<file path="config.mk">
export PLATFORM = sky130hd
export DESIGN_NAME = entrada_botao_responder_flat
export DESIGN_NICKNAME = d
export VERILOG_FILES = /design/src/rtl/entrada_botao_responder_if.sv /design/src/rtl/entrada_botao_responder.sv /design/src/flat_wrapper.sv
export SDC_FILE = /design/constraint.sdc
export NUM_CORES = 1
export LEC_CHECK = 0
export ABC_AREA = 0
export CAP_MARGIN = 20
export CORE_MARGIN = 2
export CORE_UTILIZATION = 45
export DETAILED_ROUTE_END_ITERATION = 10
export PLACE_DENSITY = 0.8
export SLEW_MARGIN = 5
export SYNTH_ARGS = -nofsm -noshare
export SYNTH_HDL_FRONTEND = slang
export SYNTH_SLANG_ARGS = --single-unit
</file>
<file path="constraint.sdc">
create_clock -name clk -period 3.8 [get_ports clk]
set_input_delay 1.14 -clock clk [delete_from_list [all_inputs] [get_ports clk]]
set_output_delay 1.14 -clock clk [all_outputs]
set_load 0.005 [all_outputs]
</file>
<file path="src/rtl/entrada_botao_responder_if.sv">
// Signal bundle between the board pins / CPU IN handshake and the responder.
// slave = responder side, master = CPU/board side.
interface entrada_botao_responder_if #(
  parameter int DATA_W = 4
);
  logic              botaoPlaca;
  logic [DATA_W-1:0] entradaDeDados;
  logic              req;
  logic              botaoIN;
  logic [31:0]       dadoLido;
  logic              ocupado;
  logic [2:0]        estado;

  modport master (
    output botaoPlaca, entradaDeDados, req,
    input  botaoIN, dadoLido, ocupado, estado
  );

  modport slave (
    input  botaoPlaca, entradaDeDados, req,
    output botaoIN, dadoLido, ocupado, estado
  );
endinterface

</file>
<file path="src/rtl/entrada_botao_responder.sv">
// Debounced push-button responder for the CPU IN handshake: latches the switches and pulses botaoIN.
// Optional macro ENTRADA_ACUMULA_EN: decimal accumulation of presses, ack only on the 4'hF "enter" press.
module entrada_botao_responder #(
  parameter int DEBOUNCE_CYCLES = 16,
  parameter int DATA_W          = 4,
  parameter bit BTN_ACTIVE_LOW  = 1'b1
) (
  input logic                      clk,
  input logic                      reset,
  entrada_botao_responder_if.slave bus
);
  localparam int            CW           = $clog2(DEBOUNCE_CYCLES) + 1;
  localparam logic [CW-1:0] CNT_LAST     = CW'(DEBOUNCE_CYCLES - 1);
  localparam logic [CW-1:0] CNT_MAX      = '1;
  localparam logic          BTN_RELEASED = BTN_ACTIVE_LOW;

  typedef enum logic [2:0] {
    IDLE         = 3'd0,
    WAIT_PRESS   = 3'd1,
    DEBOUNCE     = 3'd2,
    ACK          = 3'd3,
    WAIT_RELEASE = 3'd4
  } state_t;

  state_t            state_q;
  logic [CW-1:0]     cnt_q;
  logic              botao_in_q;
  logic              ocupado_q;
  logic [31:0]       dado_q;
  logic              btn_meta_q;
  logic              btn_sync_q;
  logic [DATA_W-1:0] sw_meta_q;
  logic [DATA_W-1:0] sw_sync_q;
  logic              pressed;
  logic [31:0]       sw_ext;

  always_ff @(posedge clk or posedge reset) begin
    if (reset) begin
      btn_meta_q <= BTN_RELEASED;
      btn_sync_q <= BTN_RELEASED;
      sw_meta_q  <= '0;
      sw_sync_q  <= '0;
    end else begin
      btn_meta_q <= bus.botaoPlaca;
      btn_sync_q <= btn_meta_q;
      sw_meta_q  <= bus.entradaDeDados;
      sw_sync_q  <= sw_meta_q;
    end
  end

  // Normalised so that pressed = 1 regardless of board wiring.
  assign pressed = btn_sync_q ^ BTN_RELEASED;
  assign sw_ext  = 32'(sw_sync_q);

`ifdef ENTRADA_ACUMULA_EN
  logic        clr_pend_q;
  logic        is_enter;
  logic [31:0] digit;
  logic [31:0] acc_sum;
  logic [31:0] acc_d;

  assign is_enter = (sw_ext == 32'hF);
  assign digit    = (sw_ext > 32'd9) ? 32'd9 : sw_ext;
  // dado_q never exceeds 999, so x*8 + x*2 cannot overflow.
  assign acc_sum  = {dado_q[28:0], 3'b000} + {dado_q[30:0], 1'b0} + digit;
  assign acc_d    = (acc_sum > 32'd999) ? 32'd999 : acc_sum;
`endif

  always_ff @(posedge clk or posedge reset) begin
    if (reset) begin
      state_q    <= IDLE;
      cnt_q      <= '0;
      botao_in_q <= 1'b0;
      ocupado_q  <= 1'b0;
      dado_q     <= '0;
`ifdef ENTRADA_ACUMULA_EN
      clr_pend_q <= 1'b0;
`endif
    end else begin
      botao_in_q <= 1'b0;
      unique case (state_q)
        IDLE: begin
          // A button already held when the request arrives is ignored until released.
          if (bus.req && !pressed) begin
            state_q   <= WAIT_PRESS;
            ocupado_q <= 1'b1;
            cnt_q     <= '0;
`ifdef ENTRADA_ACUMULA_EN
            if (clr_pend_q) begin
              dado_q     <= '0;
              clr_pend_q <= 1'b0;
            end
`endif
          end
        end
        WAIT_PRESS: begin
          if (!bus.req) begin
            state_q   <= IDLE;
            ocupado_q <= 1'b0;
          end else if (pressed) begin
            state_q <= DEBOUNCE;
            cnt_q   <= '0;
          end
        end
        DEBOUNCE: begin
          if (!bus.req) begin
            state_q   <= IDLE;
            ocupado_q <= 1'b0;
          end else if (!pressed) begin
            state_q <= WAIT_PRESS;
            cnt_q   <= '0;
          end else if (cnt_q == CNT_LAST) begin
`ifdef ENTRADA_ACUMULA_EN
            if (is_enter) begin
              state_q    <= ACK;
              botao_in_q <= 1'b1;
              clr_pend_q <= 1'b1;
            end else begin
              dado_q  <= acc_d;
              state_q <= WAIT_RELEASE;
              cnt_q   <= '0;
            end
`else
            dado_q     <= sw_ext;
            state_q    <= ACK;
            botao_in_q <= 1'b1;
`endif
          end else if (cnt_q != CNT_MAX) begin
            cnt_q <= cnt_q + 1'b1;
          end
        end
        ACK: begin
          state_q <= WAIT_RELEASE;
          cnt_q   <= '0;
        end
        WAIT_RELEASE: begin
          if (pressed) begin
            cnt_q <= '0;
          end else if (cnt_q == CNT_LAST) begin
            state_q   <= IDLE;
            ocupado_q <= 1'b0;
          end else if (cnt_q != CNT_MAX) begin
            cnt_q <= cnt_q + 1'b1;
          end
        end
        default: begin
          state_q   <= IDLE;
          ocupado_q <= 1'b0;
        end
      endcase
    end
  end

  assign bus.botaoIN  = botao_in_q;
  assign bus.dadoLido = dado_q;
  assign bus.ocupado  = ocupado_q;
  assign bus.estado   = state_q;
endmodule

</file>
<file path="src/flat_wrapper.sv">
// flat-port wrapper written by rule: the top's interface ports become plain ports
module entrada_botao_responder_flat 
#(
  parameter int DEBOUNCE_CYCLES = 16,
  parameter int DATA_W          = 4,
  parameter bit BTN_ACTIVE_LOW  = 1'b1
)
  (clk, reset, bus_botaoPlaca, bus_entradaDeDados, bus_req, bus_botaoIN, bus_dadoLido, bus_ocupado, bus_estado);
  entrada_botao_responder_if #(.DATA_W(DATA_W)) bus_i ();
  input logic clk;
  input logic reset;
  input wire logic [$bits(bus_i.botaoPlaca)-1:0] bus_botaoPlaca;
  input wire logic [$bits(bus_i.entradaDeDados)-1:0] bus_entradaDeDados;
  input wire logic [$bits(bus_i.req)-1:0] bus_req;
  output wire logic [$bits(bus_i.botaoIN)-1:0] bus_botaoIN;
  output wire logic [$bits(bus_i.dadoLido)-1:0] bus_dadoLido;
  output wire logic [$bits(bus_i.ocupado)-1:0] bus_ocupado;
  output wire logic [$bits(bus_i.estado)-1:0] bus_estado;
  assign bus_i.botaoPlaca = bus_botaoPlaca;
  assign bus_i.entradaDeDados = bus_entradaDeDados;
  assign bus_i.req = bus_req;
  assign bus_botaoIN = bus_i.botaoIN;
  assign bus_dadoLido = bus_i.dadoLido;
  assign bus_ocupado = bus_i.ocupado;
  assign bus_estado = bus_i.estado;
  entrada_botao_responder #(.DEBOUNCE_CYCLES(DEBOUNCE_CYCLES), .DATA_W(DATA_W), .BTN_ACTIVE_LOW(BTN_ACTIVE_LOW)) u_core (.clk(clk), .reset(reset), .bus(bus_i));
endmodule
</file>
==> results of run 1 <==
per-layer routing:
metal | GRT usage (%) | up-vias | wire length, um
li1 | - | 393 | -
met1 | 15.03 | 403 | 769
met2 | 20.85 | 43 | 1027
met3 | 2.494 | 2 | 163
met4 | 6.977 | 0 | 19
met5 | 0 | - | 0
kinds of logic (layout without fill, tap and decap cells):
| logic type | after synthesis | count (layout) | synth area share (%) |
|---|---|---|---|
| muxes | 4 | 4 | 4.729 |
| other | 1 | 28 | 0.2953 |
| DFF | 24 | 24 | 47.49 |
| and+or+nand+nor | 28 | 28 | 13.59 |
| adders and majority gates | 1 | 1 | 0.9851 |
| buffers and inverters | 39 | 26 | 20.59 |
| AOI/OAI and AO/OA | 26 | 26 | 12.32 |
cell usage in the layout (no fill, tap or decap), types with 2 or more instances in the layout:
master            n
conb_1           28
dfrtp_1          22
clkdlybuf4s50_1  16
a21oi_1           9
inv_1             6
o21ai_0           6
mux2_4            4
nor2_1            4
nand2_1           4
o31ai_1           4
nand3b_1          3
nand3_1           3
clkbuf_4          3
a31oi_1           2
nor2b_1           2
nand2b_1          2
or4_1             2
o31a_1            2
o21a_1            2
dfstp_2           2
registers in the layout, indices dropped and copies added (netlist names):
signal / count
u_core.bus.estado: 3
u_core.cnt_q: 5
u_core.bus.ocupado: 1
u_core.bus.dadoLido: 4
u_core.btn_meta_q: 1
u_core.btn_sync_q: 1
u_core.bus.botaoIN: 1
u_core.sw_meta_q: 4
u_core.sw_sync_q: 4
final cells by class:
cell class | count | area (um^2)
inverter | 6 | 22.52
timing repair buffer | 16 | 160.2
fill | 257 | 1326
clock buffer | 3 | 22.52
clock inverter | 1 | 30.03
tap | 31 | 38.79
sequential | 24 | 603.1
multi-input combinational | 87 | 506.7
through the flow:
step	setup WS, ns	instance area, um^2	utilization (%)
detailed placement	0.8826	1331	49.12
global route	1.039	1384	51.06
floorplan	1.534	1371	-
global placement	0.9989	1331	49.12
finish	1.101	1384	51.06
CTS	1.113	1384	51.06
how the worst min path moves through the flow:
stage                                    from                   to  cells after the start
after floorplan           u_core.sw_meta_q[0]  u_core.sw_sync_q[0]                      0
after global placement    u_core.sw_meta_q[0]  u_core.sw_sync_q[0]                      0
after detailed placement  u_core.sw_meta_q[2]  u_core.sw_sync_q[2]                      0
after CTS                   u_core.btn_meta_q    u_core.btn_sync_q                      0
after global routing        u_core.btn_meta_q    u_core.btn_sync_q                      0
final                       u_core.btn_meta_q    u_core.btn_sync_q                      0
power by group:
group | internal [uW] | leakage [uW] | switching [uW]
sequential | 273 | 0.000303 | 17.5
clock | 107 | 0.0000279 | 76.0
combinational | 32.8 | 0.000307 | 37.2
==> flow_summary.toml, run 1 <==
[outcome]
status = "finished, final reports clean"

[route]
avgRoutedWirePerCell_um = 11.78
first_iter_violations = 40
viasPerCell = 5.006
drc = 0
dr.pass1.iters = 4
wl_um = 1979
vias = 841
drt.antenna.violating_nets = 0

[cells_and_area]
instances_no_fill = 168
syn2layout_area_growth_pct = 8.966
diodes = 0
nets = 147
drive_above_1_share_pct = 8.759

[logic_synthesis]
avgSynthCellArea_um2 = 10.32
netlist_area_um2 = 1270
synth.most_common_cell = "buf_4"
yosys-top-cells-area = "dfrtp_1, buf_4, mux2_4"
synth-seq-cells = 24
synth_flop_cell = "dfrtp_1"
synth_top_area_share_pct = 43.35
yosys_warnings = 0
yosys-top-cells-count = "buf_4, dfrtp_1, a21oi_1"
synth_cell_types = 32
synthCells = 123
synthArstFlopShare_pct = 100.0
yosysSeqAreaShare_pct = 47.49
synth_edf_count = 0
yosys.area.top_type = "dfrtp_1"

[clock_tree]
cts_sinks = 24
clk_path_buf_depth = 2
cts_setup_buffers = 0
cts_resized = 0
cts_buffers = 3
cts_hold_buf = 0
clk_pin_slew_worst_paths_ns = 0.14
clock_latency_ns = 0.32
h-tree-depth = 1
tritoncts = "done"
cts-root-buf = "clkbuf_4"

[setup_path]
cp_cell_sequence = "clkdlybuf4s50_1"
slowest_delay_ns = 0.65
regToRegEndpoint = "u_core.bus.dadoLido[3]"
required_ns = 2.66
worst_ep_arrival_time_ns = 1.56
cp-startpoint = "u_core.bus.estado[2]"
critical_path.startpoint_type = "flop"
r2r_start = "u_core.cnt_q[0]"
timing.critical_path.buf_inv = 1
reg2reg_slack_ns = 1.86
worstPathMaxFanout = 17
path_class = "reg -> out"
worst_r2r_path_depth = 5
crit_path_end_kind = "output pin"
cp.depth = 1
cp_slowest_cell = "dfrtp_1"
worstSetupEndpoint = "bus_estado[2]"
cp_top_family = "flip-flops"

[grt]
grt_pass1_vias = 717
grt_max_degree = 25
grt_pass1_wl_um = 3091
track_usage_pct = 12.46
gr-total-overflow = 0
antenna_found_initial = 0

[timing]
post-route-min-period_ns = 2.699
grt_setup_unrepaired = "false"
hold_viol_final = 0
finalCritPeriodShare_pct = 71.03
fin_setup_tns_ns = 0
final_max_slew_viol_count = 0
relSlewSlack_pct = 42.74
skew_ns = 0.01529
finalSetupViolations = 0
timing.hold.ws_ns = 0.3458
max_freq_mhz = 370.5
worstMarginPinSlew_ns = 0.8579

[flow_run]
cap_violations = 0

[floorplanning]
core_area_um2 = 2710
core.rowCount = 19
fp.dieW_um = 57.13
initial_core_util_pct = 46.86
ios = 45
die_y_um = 57.13
die_area_um2 = 3263

[placed_design]
dp_hpwl_um = 1505
place.gp.congestion = 0.8209
port_buffers = 16
dpl.cell_count = 164

[power]
vdd_ir_drop_max_v = 0.0002242
cellPowerDensity_nw_per_um2 = 392.5
power_uw = 543.1
p_leak_uw = 0.0006381

[min_path]
holdCritPathClass = "reg -> reg"
No activity file was read; power rests on OpenSTA's default activity.
==> run 2: changes to the inputs <==
Settings changed: CORE_UTILIZATION 45 to 40, PLACE_DENSITY 0.8 to 0.75.
Clock period 3.8 ns to 2.2 ns, I/O delays scaled along.
==> run 2 against run 1 <==
  * Core utilization down 3.3 points
  * Die area rose by 12%
  * Critical path depth stayed put
==> flow_summary.toml, run 2 (same netlist as run 1, synthesis figures left out) <==
[timing]
grt_setup_unrepaired = "false"
relSlewSlack_pct = 57.86
hold_viol_final = 0
final_max_slew_viol_count = 0
finalCritPeriodShare_pct = 93.19
finalSetupViolations = 0
worstMarginPinSlew_ns = 0.6267
setup_ws_ns = 0.1498
post-route-min-period_ns = 2.050
max_freq_mhz = 487.8
skew_ns = 0.002375

[clock_tree]
cts_sinks = 24
clk_pin_slew_worst_paths_ns = 0.13
clk_path_buf_depth = 2
h-tree-depth = 1
cts_buffers = 3
cts_hold_buf = 0
cts-root-buf = "clkbuf_4"
tritoncts = "done"
clock_latency_ns = 0.31

[power]
p_leak_uw = 0.0006670
pwr-share-clk_pct = 33.1
p_switching_uw = 234.1
cellPowerDensity_nw_per_um2 = 660.9
switching_share_pct = 24.48
vdd_ir_drop_max_v = 0.0004166
intPower_uw = 721.9
p_seq_share_pct = 52.1
power_frac_comb_pct = 14.8

[route]
first_iter_violations = 34
viasPerCell = 4.620
dr.pass1.iters = 4
vias = 864
avgRoutedWirePerCell_um = 11.15
drc = 0
wl_um = 2085
drt.antenna.violating_nets = 0

[grt]
grt_pass1_wl_um = 3201
antenna_found_initial = 0
gr-total-overflow = 0
grt_pass1_vias = 740
grt_max_degree = 25
track_usage_pct = 11.89

[placed_design]
place.gp.congestion = 0.8502
port_buffers = 16
dp_hpwl_um = 1564
post-place-ws_ns = -0.01099

[flow_run]
cap_violations = 0

[setup_path]
worst_ep_arrival_time_ns = 1.39
cp_top_family = "buffers and inverters"
slowest_delay_ns = 0.55
cp_cell_sequence = "clkdlybuf4s50_1"
crit_path_end_kind = "output pin"
timing.critical_path.buf_inv = 1
cp_slowest_cell = "clkdlybuf4s50_1"
worstPathMaxFanout = 15
required_ns = 1.54
path_class = "reg -> out"
critical_path.startpoint_type = "flop"

[cells_and_area]
final_cell_mix = "conb_1, dfrtp_1, clkdlybuf4s50_1"
fillers = 269
diodes = 0
largest_register_ffs = 5
syn2layout_area_growth_pct = 13.89
nets = 153
drive_above_1_share_pct = 13.29
post-route-util_pct = 47.77
final_common_cell = "conb_1"
regMostFlops = "u_core.cnt_q"

[min_path]
holdCritPathClass = "reg -> reg"

[floorplanning]
initial_core_util_pct = 41.94
die_y_um = 60.35
core_area_um2 = 3028
ios = 45
fp.dieW_um = 60.35
core.rowCount = 20
die_area_um2 = 3642

[outcome]
status = "finished, final reports clean"
==> run 2: changes by cell type in the layout (fill, tap and decap cells not counted), sizes merged <==
cell / change
buf: +6
==> run 2: layout make-up <==
| type | count | area (um^2) | area share [%] |
|---|---|---|---|
| multi-input combinational | 87 | 506.7 | 35.03 |
| inverter | 6 | 22.52 | 1.557 |
| clock buffer | 3 | 22.52 | 1.557 |
| tap | 44 | 55.05 | 3.806 |
| sequential | 24 | 604.3 | 41.78 |
| timing repair buffer | 22 | 205.2 | 14.19 |
| clock inverter | 1 | 30.03 | 2.076 |
==> run 2: path summary, 6_finish.rpt <==
path | startpoint | end | slack (ns) | cells past startpoint
min in group asynchronous | reset | u_core.sw_meta_q[1] | 0.66 | 3
setup / recovery | u_core.bus.estado[1] | bus_estado[1] | 0.15 | 1
max in group asynchronous | reset | u_core.btn_sync_q | 1.25 | 3
hold / removal | u_core.sw_meta_q[2] | u_core.sw_sync_q[2] | 0.36 | 0
setup reg to reg | u_core.cnt_q[0] | u_core.bus.dadoLido[1] | 0.25 | 5
hold reg to reg | u_core.sw_meta_q[2] | u_core.sw_sync_q[2] | 0.36 | 0
==> run 2: per-stage QoR <==
step | instances | TNS [ns] | area (um^2) | hold WS (ns) | power, uW
after global routing | 187 | 0 | 1446 | 0.3745 | 997.8
after detailed placement | 183 | -0.02031 | 1393 | 0.3363 | 640.8
after CTS | 187 | 0 | 1445 | 0.3676 | 961.7
final | 187 | 0 | 1446 | 0.3638 | 956.0
after floorplan | 150 | 0 | 1371 | 0.3312 | 622.4
after global placement | 183 | 0 | 1393 | 0.3395 | 632.7
==> run 2: per-layer routing <==
metal	global-route usage (%)	part of all wire [%]
met2	18.32	47
met3	4.051	9.2
met4	4.444	0.67
met1	15.62	43
met5	0	0
==> run 2: repair_timing <==
| item | in CTS | in global routing |
|---|---|---|
| gates resized for setup | 0 | 1 |
| setup buffers | 0 | 0 |
| hold endpoints to repair | 0 | 0 |
| setup endpoints to repair | 0 | 1 |
==> run 2: power by group through the flow <==
| stage | Sequential (uW) | Clock, uW | Combinational, uW |
|---|---|---|---|
| after floorplan | 499 | 0 | 124 |
| after global placement | 503 | 0 | 129 |
| after detailed placement | 504 | 0 | 137 |
| after CTS | 497 | 324 | 141 |
| after global routing | 501 | 340 | 157 |
| final | 498 | 317 | 142 |
==> run 3: changes to the inputs <==
Settings changed: CTS_CLUSTER_DIAMETER set to 80.
==> results of run 3 <==
Final layout, timing and power as in run 2 (identical DEF).
